[config.mk]
export PLATFORM = sky130hd
export DESIGN_NAME = commit_ctrl
export DESIGN_NICKNAME = d
export VERILOG_FILES = /design/src/rtl/commit_ctrl.sv
export SDC_FILE = /design/constraint.sdc
export NUM_CORES = 1
export LEC_CHECK = 0
export BUFFER_PORTS_ARGS = -buffer_cell sky130_fd_sc_hd__buf_2
export CAP_MARGIN = 20
export CORE_MARGIN = 4
export CORE_UTILIZATION = 47
export DETAILED_ROUTE_END_ITERATION = 8
export HOLD_SLACK_MARGIN = 0.02
export PLACE_DENSITY_LB_ADDON = 0.15
export SLEW_MARGIN = 30
export SYNTH_ARGS = -nofsm -noshare
export SYNTH_HDL_FRONTEND = slang
export SYNTH_SLANG_ARGS = --single-unit
[constraint.sdc]
create_clock -name clk -period 3.5 [get_ports clk]
set_input_delay 0.525 -clock clk [delete_from_list [all_inputs] [get_ports clk]]
set_output_delay 0.525 -clock clk [all_outputs]
set_load 0.02 [all_outputs]
[src/rtl/commit_ctrl.sv]
// In-order commit sequencer: retires the ROB head, drives the register file update port,
// runs the store handshake and turns a mispredicted branch into a one-cycle flush.
module commit_ctrl #(
    parameter int ROB_IDX_W = 5
) (
    input  logic                 clk,
    input  logic                 rst,
    input  logic                 rdy,
    input  logic                 head_valid,
    input  logic                 head_ready,
    input  logic [ROB_IDX_W-1:0] head_idx,
    input  logic [1:0]           head_type,
    input  logic [4:0]           head_rd,
    input  logic [31:0]          head_val,
    input  logic                 head_mispred,
    input  logic [31:0]          head_target,
    input  logic                 st_ack,
    output logic                 rob_pop,
    output logic                 run_upd,
    output logic [4:0]           commit_rd,
    output logic [31:0]          res,
    output logic [ROB_IDX_W-1:0] head,
    output logic                 st_req,
    output logic                 flush,
    output logic [31:0]          flush_pc,
    output logic [31:0]          commit_cnt
);

    typedef enum logic [1:0] {
        S_RUN     = 2'd0,
        S_ST_WAIT = 2'd1,
        S_FLUSH   = 2'd2
    } state_t;

    state_t r_state;
    state_t w_state_nxt;
    logic                 r_st_req;
    logic                 w_st_req_nxt;
    logic                 r_flush;
    logic                 w_flush_nxt;
    logic [31:0]          r_flush_pc;
    logic [31:0]          w_flush_pc_nxt;
    logic [31:0]          r_commit_cnt;
    logic                 w_pop;
    logic                 w_upd;
    logic [4:0]           w_rd;
    logic [31:0]          w_res;
    logic [ROB_IDX_W-1:0] w_head;

    always_comb begin
        w_state_nxt    = r_state;
        w_st_req_nxt   = r_st_req;
        w_flush_nxt    = r_flush;
        w_flush_pc_nxt = r_flush_pc;
        w_pop          = 1'b0;
        w_upd          = 1'b0;
        w_rd           = '0;
        w_res          = '0;
        w_head         = '0;
        // Reset and a stalled pipeline both suppress every strobe and freeze state.
        if (!rst && rdy) begin
            case (r_state)
                S_RUN: begin
                    if (head_valid && head_ready) begin
                        if (head_type == 2'd1) begin
                            w_state_nxt  = S_ST_WAIT;
                            w_st_req_nxt = 1'b1;
                        end else begin
                            w_pop  = 1'b1;
                            w_upd  = (head_rd != 5'd0);
                            w_rd   = head_rd;
                            w_res  = head_val;
                            w_head = head_idx;
                            // Link write retires now; the flush follows one cycle later.
                            if (head_type == 2'd2 && head_mispred) begin
                                w_state_nxt    = S_FLUSH;
                                w_flush_nxt    = 1'b1;
                                w_flush_pc_nxt = head_target;
                            end
                        end
                    end
                end
                S_ST_WAIT: begin
                    if (st_ack) begin
                        w_pop        = 1'b1;
                        w_head       = head_idx;
                        w_st_req_nxt = 1'b0;
                        w_state_nxt  = S_RUN;
                    end
                end
                S_FLUSH: begin
                    w_flush_nxt = 1'b0;
                    w_state_nxt = S_RUN;
                end
                default: begin
                    w_state_nxt = S_RUN;
                end
            endcase
        end
    end

    always_ff @(posedge clk) begin
        if (rst) begin
            r_state      <= S_RUN;
            r_st_req     <= 1'b0;
            r_flush      <= 1'b0;
            r_flush_pc   <= '0;
            r_commit_cnt <= '0;
        end else begin
            r_state    <= w_state_nxt;
            r_st_req   <= w_st_req_nxt;
            r_flush    <= w_flush_nxt;
            r_flush_pc <= w_flush_pc_nxt;
            if (w_pop) begin
                r_commit_cnt <= r_commit_cnt + 32'd1;
            end
        end
    end

    assign rob_pop    = w_pop;
    assign run_upd    = w_upd;
    assign commit_rd  = w_rd;
    assign res        = w_res;
    assign head       = w_head;
    assign st_req     = r_st_req;
    assign flush      = r_flush;
    assign flush_pc   = r_flush_pc;
    assign commit_cnt = r_commit_cnt;

endmodule

# Word level (Yosys, flattened, before mapping)
# Cells that the tools add are included.
# Widths: inputs -> output; s select.
classes:
  n_addsub: 1
  eq_ne: 10
  muxes: 35
  bitwise: 1
  n_reduce_logical: 12
ops:
  columns: ["operator", "n"]
  rows:
  - ["$mux 32", 4]
  - ["$mux 5", 8]
  - ["$add 32x1->32 const B", 1]
  - ["$reduce_and 5->1", 3]
  - ["$mux 1", 14]
  - ["$ne 2x2->1 const B", 5]
  - ["$pmux 5 s2", 1]
  - ["$mux 2", 4]
  - ["$pmux 1 s2", 3]
  - ["$reduce_bool 5->1", 1]
  - ["$eq 2x1->1 const B", 2]
  - ["$eq 2x2->1 const B", 2]
  - ["$pmux 2 s2", 1]
  - ["$reduce_and 4->1", 1]
  - ["$reduce_bool 2->1", 2]
  - ["$logic_and 1x1->1", 3]
  - ["$ne 3x3->1 const B", 1]
  - ["$logic_not 2->1", 1]
  - ["$logic_not 1->1", 1]
  - ["$not 1->1", 1]
totals:
  ff_bits: 68
  input_bits: 83
  output_inout_bits: 110
  wordCells: 64

# Longest topological paths before layout
# Gate-level depths: netlist of run 1.
logic_depth:
  ltp_word: 6
  mapped_depth: 8

# Least setup slack after synthesis of run 1
# Ideal clock, no wire load.
synth_path:
  kind: "input port to output port"
  from: "input port rst"
  to: "output port res[10]"
  arrival_ns: 2.050
  path_slack_ns: 0.925
  stages: 6
  cell_sequence: "buf_2 -> or3b_4 -> nor4_1 -> clkbuf_1 -> clkbuf_1 -> and2_1"
synth_via:
  elab_chain_cells: 3
synth_rtl:
  columns: ["item", "line", "source"]
  rows:
  - ["start, declared", "7", "input logic rst,"]
  - ["$logic_not 1->1", "61", "if (!rst && rdy) begin"]
  - ["$logic_and 1x1->1", "61", null]
  - ["$mux 32", "61", null]
  - ["end, declared", "21", "output logic [31:0] res,"]
# Every way passes these cells.

# Worst setup path in the final report of run 1
layout_path:
  from: "register r_state[1]"
  to: "output port res[3]"
layout_via:
  elab_chain_cells: 3
layout_rtl:
  columns: ["item", "line", "source"]
  rows:
  - ["start, declared", "35", "state_t r_state;"]
  - ["start signal, assigned", "110", "r_state <= w_state_nxt;"]
  - ["$logic_not 2->1", "62", "case (r_state)"]
  - ["$mux 32", "62", null]
  - ["$mux 32", "61", null]
# Every way passes these cells.

==> results of run 1 <==
-- per-stage QoR --
stage	cell area (um^2)	util [%]	setup slack, ns
finish	4420	68.5	0.910
global route	4420	68.5	0.759
CTS	4420	68.4	0.866
detailed placement	4180	64.7	0.962
global placement	4180	64.7	1.02
floorplan	3190	-	0.925
-- final timing paths --
kind / end / slack (ns) / cells past startpoint
max reg2reg: commit_cnt[31] / 1.30 / 5
min reg2reg: flush_pc[30] / 0.45 / 2
max: res[3] / 0.91 / 5
min: flush_pc[10] / 0.42 / 3
-- cells in the mapped netlist, drive strengths merged --
cell type | instances | area share (%)
and3b | 1 | 0.27
o21a | 2 | 0.47
nand2 | 77 | 9.1
nor3b | 2 | 0.82
and4 | 2 | 0.55
or4 | 10 | 2.4
clkbuf | 19 | 2.2
o21ai | 9 | 1.4
and2 | 38 | 7.5
mux2i | 2 | 0.63
nand4 | 8 | 2.0
nor2b | 3 | 0.59
a31oi | 1 | 0.20
ha | 1 | 0.39
or3b | 1 | 0.35
xnor2 | 3 | 0.82
buf | 8 | 1.4
nor2 | 23 | 3.2
nand2b | 1 | 0.20
dfxtp | 68 | 43
nor3 | 3 | 0.47
or3 | 10 | 2.0
xor2 | 11 | 3.0
nand3 | 19 | 3.0
o31ai | 10 | 2.8
nor4b | 1 | 0.27
and3 | 8 | 1.7
nor4 | 2 | 0.86
a21oi | 52 | 8.2
inv | 5 | 0.59
-- where the power goes --
group          switching [mW]  total [mW]  leakage, nW  internal (mW)
registers             0.00223       0.778        0.548          0.775
clock network           0.300       0.775        0.117          0.475
logic                  0.0586       0.111         1.44         0.0519
-- layout make-up --
type / count / area [um^2]
fill: 575 / 2040
multi-input combinational: 300 / 1710
sequential: 68 / 1360
timing repair buffer: 197 / 998
clock buffer: 10 / 128
clock inverter: 6 / 111
tap: 77 / 96.3
inverter: 5 / 18.8
antenna: 1 / 2.50
-- critical path: cells and delay by family (launching register included) --
family	cells	cell delay [ns]
buffers and inverters	2	0.48
AND/OR/NAND/NOR	3	0.83
flip-flops	1	0.41
-- sequential cells by signal (all words and copies together) (netlist names) --
register    flops
commit_cnt     32
flush_pc       32
r_state         2
flush           1
st_req          1
-- metal layers --
metal	up-vias	GRT usage, %	part of all wire [%]
li1	1721	-	-
met1	1542	23.9	39
met2	119	40.5	53
met3	10	5.92	6.0
met4	0	8.29	1.7
met5	-	0	0
-- cell families (layout without fill, tap and decap cells) --
group	count (synthesis)	in the layout
adders and majority gates	1	1
DFF	68	68
other	0	1
xor gates and xnor gates	14	14
AOI/OAI and AO/OA	74	74
and+or+nand+nor	209	209
buffers and inverters	32	218
muxes	2	2
==> results.json, run 1 <==
{
  "status": "complete, no violations",
  "vias": 3392,
  "start_kind": "flip-flop",
  "firstDrtPassIters": 4,
  "fmax_ghz": 0.386,
  "synth_cell_type_count": 39,
  "drc_errors": 0,
  "syn_avg_cell_area_um2": 7.97,
  "antenna_found_initial": 1,
  "syn_to_final_growth_pct": 38.6,
  "die_x_um": 90.4,
  "cts_inserted_buffers": 9,
  "muxShareOfSynthArea_pct": 0.628,
  "report.final.slew_viol_count": 0,
  "timing.final.crit_share_pct": 74.0,
  "clockRootBuffer": "clkbuf_8",
  "path_cells": "or3b_4, nor4_2, buf_4, and2_1, buf_2",
  "slowest_stage": "or3b_4",
  "postRouteAntennaNets": 0,
  "cts.sinks": 68,
  "grt_first_pass_wirelength_um": 14900,
  "placed_cells": 647,
  "regToRegStartpoint": "r_state[0]",
  "postCtsSetupBuffers": 0,
  "hold_buffers": 0,
  "dieHeight_um": 90.4,
  "max_stage_delay_ns": 0.51,
  "finClkSkew_ns": 0.00828,
  "drive_gt1_share_pct": 37.9,
  "relSlewSlack_pct": 56.1,
  "hold_path_class": "in2reg",
  "synth_area_um2": 3190,
  "routedWlPerCell_um": 13.8,
  "die_area_um2": 8170,
  "ys_ff_latch": 68,
  "cp-end-kind": "output port",
  "worstHoldStart": "head_target[10]",
  "syn_inst": 400,
  "core_area_um2": 6460,
  "fp-row-count": 29,
  "rsz0062_at_grt": "no",
  "cts_tree": "done",
  "finalPower_mw": 1.66,
  "post-dp-hpwl_um": 6850,
  "synth_top_family_by_area": "simple AND/OR/NAND/NOR gates",
  "io_buffers": 192,
  "gp_congestion": 0.796,
  "leakage_nw": 2.10,
  "critPathKind": "reg2out",
  "post_cts_resized": 0,
  "cp_data_required_time_ns": 2.97,
  "yosys_warnings": 0,
  "ys_seq_area_share_pct": 42.7,
  "setup_tns_ns": 0,
  "yosys.area_share.simple_pct": 35.2,
  "critPathArrivalTime_ns": 2.06,
  "yosys.area_share.adder_pct": 0.392,
  "final_common_cell": "buf_2",
  "final_nets": 665,
  "routed_via_density": 5.11,
  "pwr_density_cell_nw_per_um2": 376,
  "hold_viol_final": 0,
  "crit_fanout": 38,
  "synth_compound_area_share_pct": 13.0,
  "h-tree-depth": 3,
  "final_cell_mix": "buf_2, nand2_1, dfxtp_1, a21oi_1, and2_1",
  "hold_ws_ns": 0.419,
  "clkSlewWorstSetupHoldPaths_ns": 0.08,
  "grt_pass1_vias": 3252,
  "final_cell_count_no_fill": 664,
  "track_usage_pct": 22.0,
  "start_util_pct": 49.4,
  "drt_iter0_markers": 126,
  "period_minus_slack_ns": 2.59,
  "clock_path_buffers": 2,
  "worst_ir_drop_vdd_v": 0.000233,
  "grt_overflow": 0,
  "ioPinCount": 193,
  "wirelength_um": 9160,
  "synthXorXnorAreaFrac_pct": 3.84,
  "cp-startpoint": "r_state[1]",
  "clk_latency_ns": 0.34,
  "tightest_slew_ns": 0.658,
  "grt_max_degree": 65,
  "synthesis.nets": 484,
  "setup_violations": 0,
  "drv_cap": 0
}
(Power assumes the default switching activity.)
==> inputs of run 2 (changes only) <==
--- a/config.mk
+++ b/config.mk
@@ -5,10 +5,11 @@
 export SDC_FILE = /design/constraint.sdc
 export NUM_CORES = 1
 export LEC_CHECK = 0
+export ABC_AREA = 1
 export BUFFER_PORTS_ARGS = -buffer_cell sky130_fd_sc_hd__buf_2
 export CAP_MARGIN = 20
 export CORE_MARGIN = 4
-export CORE_UTILIZATION = 47
+export CORE_UTILIZATION = 45
 export DETAILED_ROUTE_END_ITERATION = 8
 export HOLD_SLACK_MARGIN = 0.02
 export PLACE_DENSITY_LB_ADDON = 0.15
==> constraint.sdc (replaced) <==
create_clock -name clk -period 2.4 [get_ports clk]
set_input_delay 0.36 -clock clk [delete_from_list [all_inputs] [get_ports clk]]
set_output_delay 0.36 -clock clk [all_outputs]
set_load 0.02 [all_outputs]
==> run 2 against run 1 <==
Cell area grew 9.2%. Non-clock buffer count decreased by 2. Global-route usage fell by 0.70 points. Sequential cell count is the same. Utilization fell by 6.0 points. Total power rose by 45%. Register-to-register slack worse by 0.60 ns. Clock power increased by 38%. Count of clock-buffer cells in the layout down 1. Combinational power rose by 82%. Worst setup slack got worse by 0.61 ns. Critical endpoint is now run_upd. Largest cell class unchanged.
==> results.json, run 2 <==
{
  "cts_inserted_buffers": 9,
  "cts_tree": "done",
  "die_x_um": 97.3,
  "drc_errors": 0,
  "ys_ff_latch": 68,
  "hold_path_class": "in2reg",
  "grt_overflow": 0,
  "wirelength_um": 10400,
  "ioPinCount": 193,
  "fin_util_pct": 62.5,
  "cts.sinks": 68,
  "setup_tns_ns": 0,
  "postRouteAntennaNets": 0,
  "drt_iter0_markers": 121,
  "syn_avg_cell_area_um2": 6.41,
  "routed_via_density": 4.73,
  "start_util_pct": 46.4,
  "worst_ir_drop_vdd_v": 0.000308,
  "grt_first_pass_wirelength_um": 17000,
  "final_common_cell": "buf_2",
  "ys_top_cells_by_area": "dfxtp_1, inv_1, nand2_1",
  "relSlewSlack_pct": 62.7,
  "clockRootBuffer": "clkbuf_8",
  "rsz0062_at_grt": "no",
  "grt_pass1_vias": 3788,
  "hold_buffers": 0,
  "synth.most_common_cell": "inv_1",
  "final_cell_mix": "buf_2, inv_1, nand2_1, nor2_1, dfxtp_1",
  "timing.final.crit_share_pct": 87.7,
  "die_area_um2": 9470,
  "clk_latency_ns": 0.34,
  "final_cell_count_no_fill": 853,
  "finClkSkew_ns": 0.00544,
  "synth_cell_type_count": 30,
  "yosys_warnings": 0,
  "synth_area_um2": 3590,
  "crit_fanout": 38,
  "placed_cells": 836,
  "post-dp-hpwl_um": 7950,
  "tightest_slew_ns": 0.560,
  "critPathKind": "reg2out",
  "synthArstFlopShare_pct": 0,
  "ys.flop_type": "dfxtp_1",
  "clock_path_buffers": 2,
  "report.final.slew_viol_count": 0,
  "clkSlewWorstSetupHoldPaths_ns": 0.08,
  "cp-end-kind": "output port",
  "start_kind": "flip-flop",
  "synth.largest_area_cell": "dfxtp_1",
  "post_cts_resized": 0,
  "core_area_um2": 7730,
  "final_nets": 829,
  "period_minus_slack_ns": 2.10,
  "postCtsSetupBuffers": 0,
  "syn_inst": 560,
  "syn_to_final_growth_pct": 34.6,
  "fp-row-count": 32,
  "leakage_nw": 2.58,
  "ff2ff_path_depth": 8,
  "antenna_found_initial": 1,
  "vias": 4033,
  "routedWlPerCell_um": 12.2,
  "cp_data_required_time_ns": 2.04,
  "synth_edf_count": 0,
  "yosysTopAreaCellShare_pct": 37.9,
  "h-tree-depth": 3,
  "pwr_density_cell_nw_per_um2": 499,
  "status": "complete, no violations",
  "gp_congestion": 0.982,
  "io_buffers": 192,
  "hold_viol_final": 0,
  "ys_top_cells_by_count": "inv_1, nand2_1, nor2_1",
  "drv_cap": 0,
  "synthesis.nets": 644,
  "critPathArrivalTime_ns": 1.74,
  "fmax_ghz": 0.475,
  "setup_violations": 0,
  "grt_max_degree": 65,
  "track_usage_pct": 21.3,
  "ys_seq_area_share_pct": 37.9,
  "drive_gt1_share_pct": 30.5,
  "dieHeight_um": 97.3,
  "firstDrtPassIters": 4,
  "worstHoldPathCells": 3
}
run 2: per-stage QoR:
stage               hold WS (ns)  setup WS [ns]  area, um^2  power, mW
detailed placement         0.433          0.404        4600       1.36
finish                     0.284          0.296        4830       2.41
global route               0.298          0.144        4830       2.50
global placement           0.431          0.468        4600       1.36
CTS                        0.266          0.267        4830       2.43
floorplan                  0.508          0.642        3590       1.27
run 2: layout make-up:
type                            count  area (um^2)
Timing Repair Buffer              195          996
Inverter                          115          432
Fill cell                         754         2900
Clock inverter                      7          100
Tap cell                          102          128
Sequential cell                    68         1360
Multi-Input combinational cell    356         1690
Clock buffer                        9          124
Antenna cell                        1         2.50
run 2: layer usage:
metal | global-route usage [%] | share of wire, %
met1 | 22.9 | 39
met2 | 39.9 | 52
met3 | 5.03 | 7.2
met4 | 8.31 | 1.8
met5 | 0 | 0
run 2: cells by family (layout without fill, tap and decap cells):
family	after synthesis	in the layout	synth area share, %
DFF	68	68	37.9
and+or+nand+nor	254	254	31.6
buffers and inverters	136	326	15.1
AOI/OAI and AO/OA	96	96	13.8
adders and majority gates	1	1	0.349
xor gates and xnor gates	5	5	1.22
other	0	1	0
run 2: power breakdown:
| part | switching [mW] | leakage, nW | internal (mW) |
|---|---|---|---|
| combinational | 0.116 | 1.93 | 0.0854 |
| clock | 0.482 | 0.102 | 0.590 |
| sequential | 0.00344 | 0.548 | 1.13 |
| total | 0.601 | 2.58 | 1.81 |
run 2: path summary, 6_finish.rpt:
check	end	startpoint	slack (ns)
setup reg to reg	commit_cnt[24]	commit_cnt[0]	0.70
setup / recovery	run_upd	r_state[1]	0.30
hold reg to reg	flush_pc[11]	flush_pc[11]	0.44
hold / removal	flush_pc[9]	head_target[9]	0.28
run 2: worst max-delay path, cell delays in order (launching register included):
cell and delay (ns):
dfxtp_1 0.38, nor2_4 0.21, nand3_4 0.13, nor2_4 0.12
inv_2 0.22, a21oi_1 0.17, buf_2 0.18
==> inputs of run 3 (changes only) <==
--- a/config.mk
+++ b/config.mk
@@ -5,11 +5,11 @@
 export SDC_FILE = /design/constraint.sdc
 export NUM_CORES = 1
 export LEC_CHECK = 0
-export ABC_AREA = 1
+export ABC_AREA = 0
 export BUFFER_PORTS_ARGS = -buffer_cell sky130_fd_sc_hd__buf_2
 export CAP_MARGIN = 20
 export CORE_MARGIN = 4
-export CORE_UTILIZATION = 45
+export CORE_UTILIZATION = 43
 export DETAILED_ROUTE_END_ITERATION = 8
 export HOLD_SLACK_MARGIN = 0.02
 export PLACE_DENSITY_LB_ADDON = 0.15
@@ -17,3 +17,4 @@
 export SYNTH_ARGS = -nofsm -noshare
 export SYNTH_HDL_FRONTEND = slang
 export SYNTH_SLANG_ARGS = --single-unit
+export TNS_END_PERCENT = 10
==> run 3 against run 2 <==
Worst setup slack got worse by 0.25 ns. Utilization rose by 0.21 points. Sequential cell count did not move. Wire length fell by 8.6%. Highest routed layer unchanged. Non-clock buffer count rose by 12. Clock skew rose by 0.0050 ns. Maximum frequency fell by 11%.
==> results.json, run 3 (synthesis results as in run 1) <==
{
  "drt_iter0_markers": 109,
  "status": "complete, no violations",
  "fmax_ghz": 0.425,
  "dieHeight_um": 94.1,
  "setup_tns_ns": 0,
  "met3_usage_pct": 4.89,
  "grt_pass1_vias": 3166,
  "path_common_cell": "buf_4",
  "final_nets": 675,
  "wirelength_um": 9510,
  "finalPower_mw": 2.25,
  "cts_tree": "done",
  "slowest_stage": "or3b_4",
  "die_area_um2": 8860,
  "worstHoldEndpoint": "flush_pc[31]",
  "pwr_density_cell_nw_per_um2": 498,
  "crit_buf_inv": 3,
  "cts.sinks": 68,
  "final_cell_mix": "buf_2, nand2_1, dfxtp_1, a21oi_1, and2_1",
  "cts_inserted_buffers": 9,
  "grt.busiest_layer": "met2",
  "ioPinCount": 193,
  "path_cells": "or3b_4, nor4_4, buf_4, buf_4, and2_1, buf_2",
  "leakage_nw": 2.15,
  "relSlewSlack_pct": 62.5,
  "start_kind": "flip-flop",
  "clock_path_buffers": 2,
  "hold_buffers": 0,
  "h-tree-depth": 3,
  "regToRegSetupSlack_ns": 0.32,
  "routedWlPerCell_um": 13.7,
  "rsz0062_at_grt": "yes",
  "tightest_slew_ns": 0.561,
  "grt_overflow": 0,
  "syn_to_final_growth_pct": 41.8,
  "postRouteAntennaNets": 0,
  "setup_violations": 0,
  "drc_errors": 0,
  "clk_latency_ns": 0.33,
  "worstHoldPathCells": 3,
  "worst_ir_drop_vdd_v": 0.000209,
  "drive_gt1_share_pct": 39.0,
  "report.final.slew_viol_count": 0,
  "critPathKind": "reg2out",
  "grt_max_degree": 37,
  "track_usage_pct": 20.0,
  "finClkSkew_ns": 0.0104,
  "grtUsageMet2_pct": 36.8,
  "start_util_pct": 44.2,
  "antenna_found_initial": 0,
  "max_stage_delay_ns": 0.41,
  "core_area_um2": 7210,
  "timing.final.crit_share_pct": 98.0,
  "worstHoldStart": "head_target[31]",
  "period_minus_slack_ns": 2.35,
  "vias": 3445,
  "final_common_cell": "buf_2",
  "die_x_um": 94.1,
  "cp_data_required_time_ns": 2.04,
  "hold_viol_final": 0,
  "gp_congestion": 0.785,
  "post-dp-hpwl_um": 7120,
  "critPathTopFamily": "simple AND/OR/NAND/NOR gates",
  "clockRootBuffer": "clkbuf_8",
  "firstDrtPassIters": 4,
  "ff2ff_path_depth": 6,
  "diodes": 0,
  "cp-end-kind": "output port",
  "crit_fanout": 9,
  "drv_cap": 0,
  "r2r-end": "commit_cnt[23]",
  "clkSlewWorstSetupHoldPaths_ns": 0.08,
  "io_buffers": 192,
  "routed_via_density": 4.96,
  "hold_path_class": "in2reg",
  "use_met1_pct": 22.5,
  "grt_first_pass_wirelength_um": 14300,
  "critPathArrivalTime_ns": 1.99,
  "fp-row-count": 31,
  "regToRegStartpoint": "r_state[1]"
}
## run 3: how the worst max path moves through the flow
stage | end | cells past startpoint | startpoint
3_3_place_gp | res[13] | 6 | rst
2_1_floorplan | res[10] | 6 | rst
6_report | res[20] | 6 | r_state[1]
3_5_place_dp | res[3] | 6 | rdy
5_1_grt | res[20] | 6 | r_state[1]
4_1_cts | res[30] | 5 | r_state[1]
## run 3: area by class of cell
cell class,instances,area (um^2)
repair buffers,207,1100
flip-flops and latches,68,1370
clock buffers,11,151
clock inverters,4,48.8
inverters,5,18.8
well taps,99,124
fillers,731,2690
multi-input cells,300,1710
## run 3: where the power goes
| part | internal [mW] | leakage (nW) | switching [mW] |
|---|---|---|---|
| registers | 1.13 | 0.548 | 0.00318 |
| clock network | 0.529 | 0.105 | 0.414 |
| logic | 0.0841 | 1.49 | 0.0917 |
## run 3: layer usage
layer  wire length, um  up-vias  share of wire (%)
met1              3690     1578                 39
met4               153        0                1.6
met2              5060      116                 53
met5                 0        -                  0
li1                  -     1739                  -
met3               600       12                6.3
## run 3: timing repair
action | CTS | global route
gates resized for setup | 3 | 15
pin swaps | 0 | 2
cloned | 1 | 2
setup buffers | 0 | 3
setup endpoints to repair | 38 | 38
## run 3: per-stage QoR
step                      instances  worst slack [ns]  hold slack (ns)  area [um^2]  util (%)
after global routing            694           -0.0237            0.254         4520      62.7
after global placement          673             0.234            0.435         4240      58.7
after floorplan                 400             0.155            0.500         3190         -
after detailed placement        673             0.235            0.440         4240      58.7
after CTS                       689           -0.0132            0.253         4460      61.8
final                           694            0.0480            0.266         4520      62.7
## run 3: worst min-delay path, stage by stage
cell and delay, ns:
buf_2 0.09, nand2_1 0.04, a21oi_1 0.05
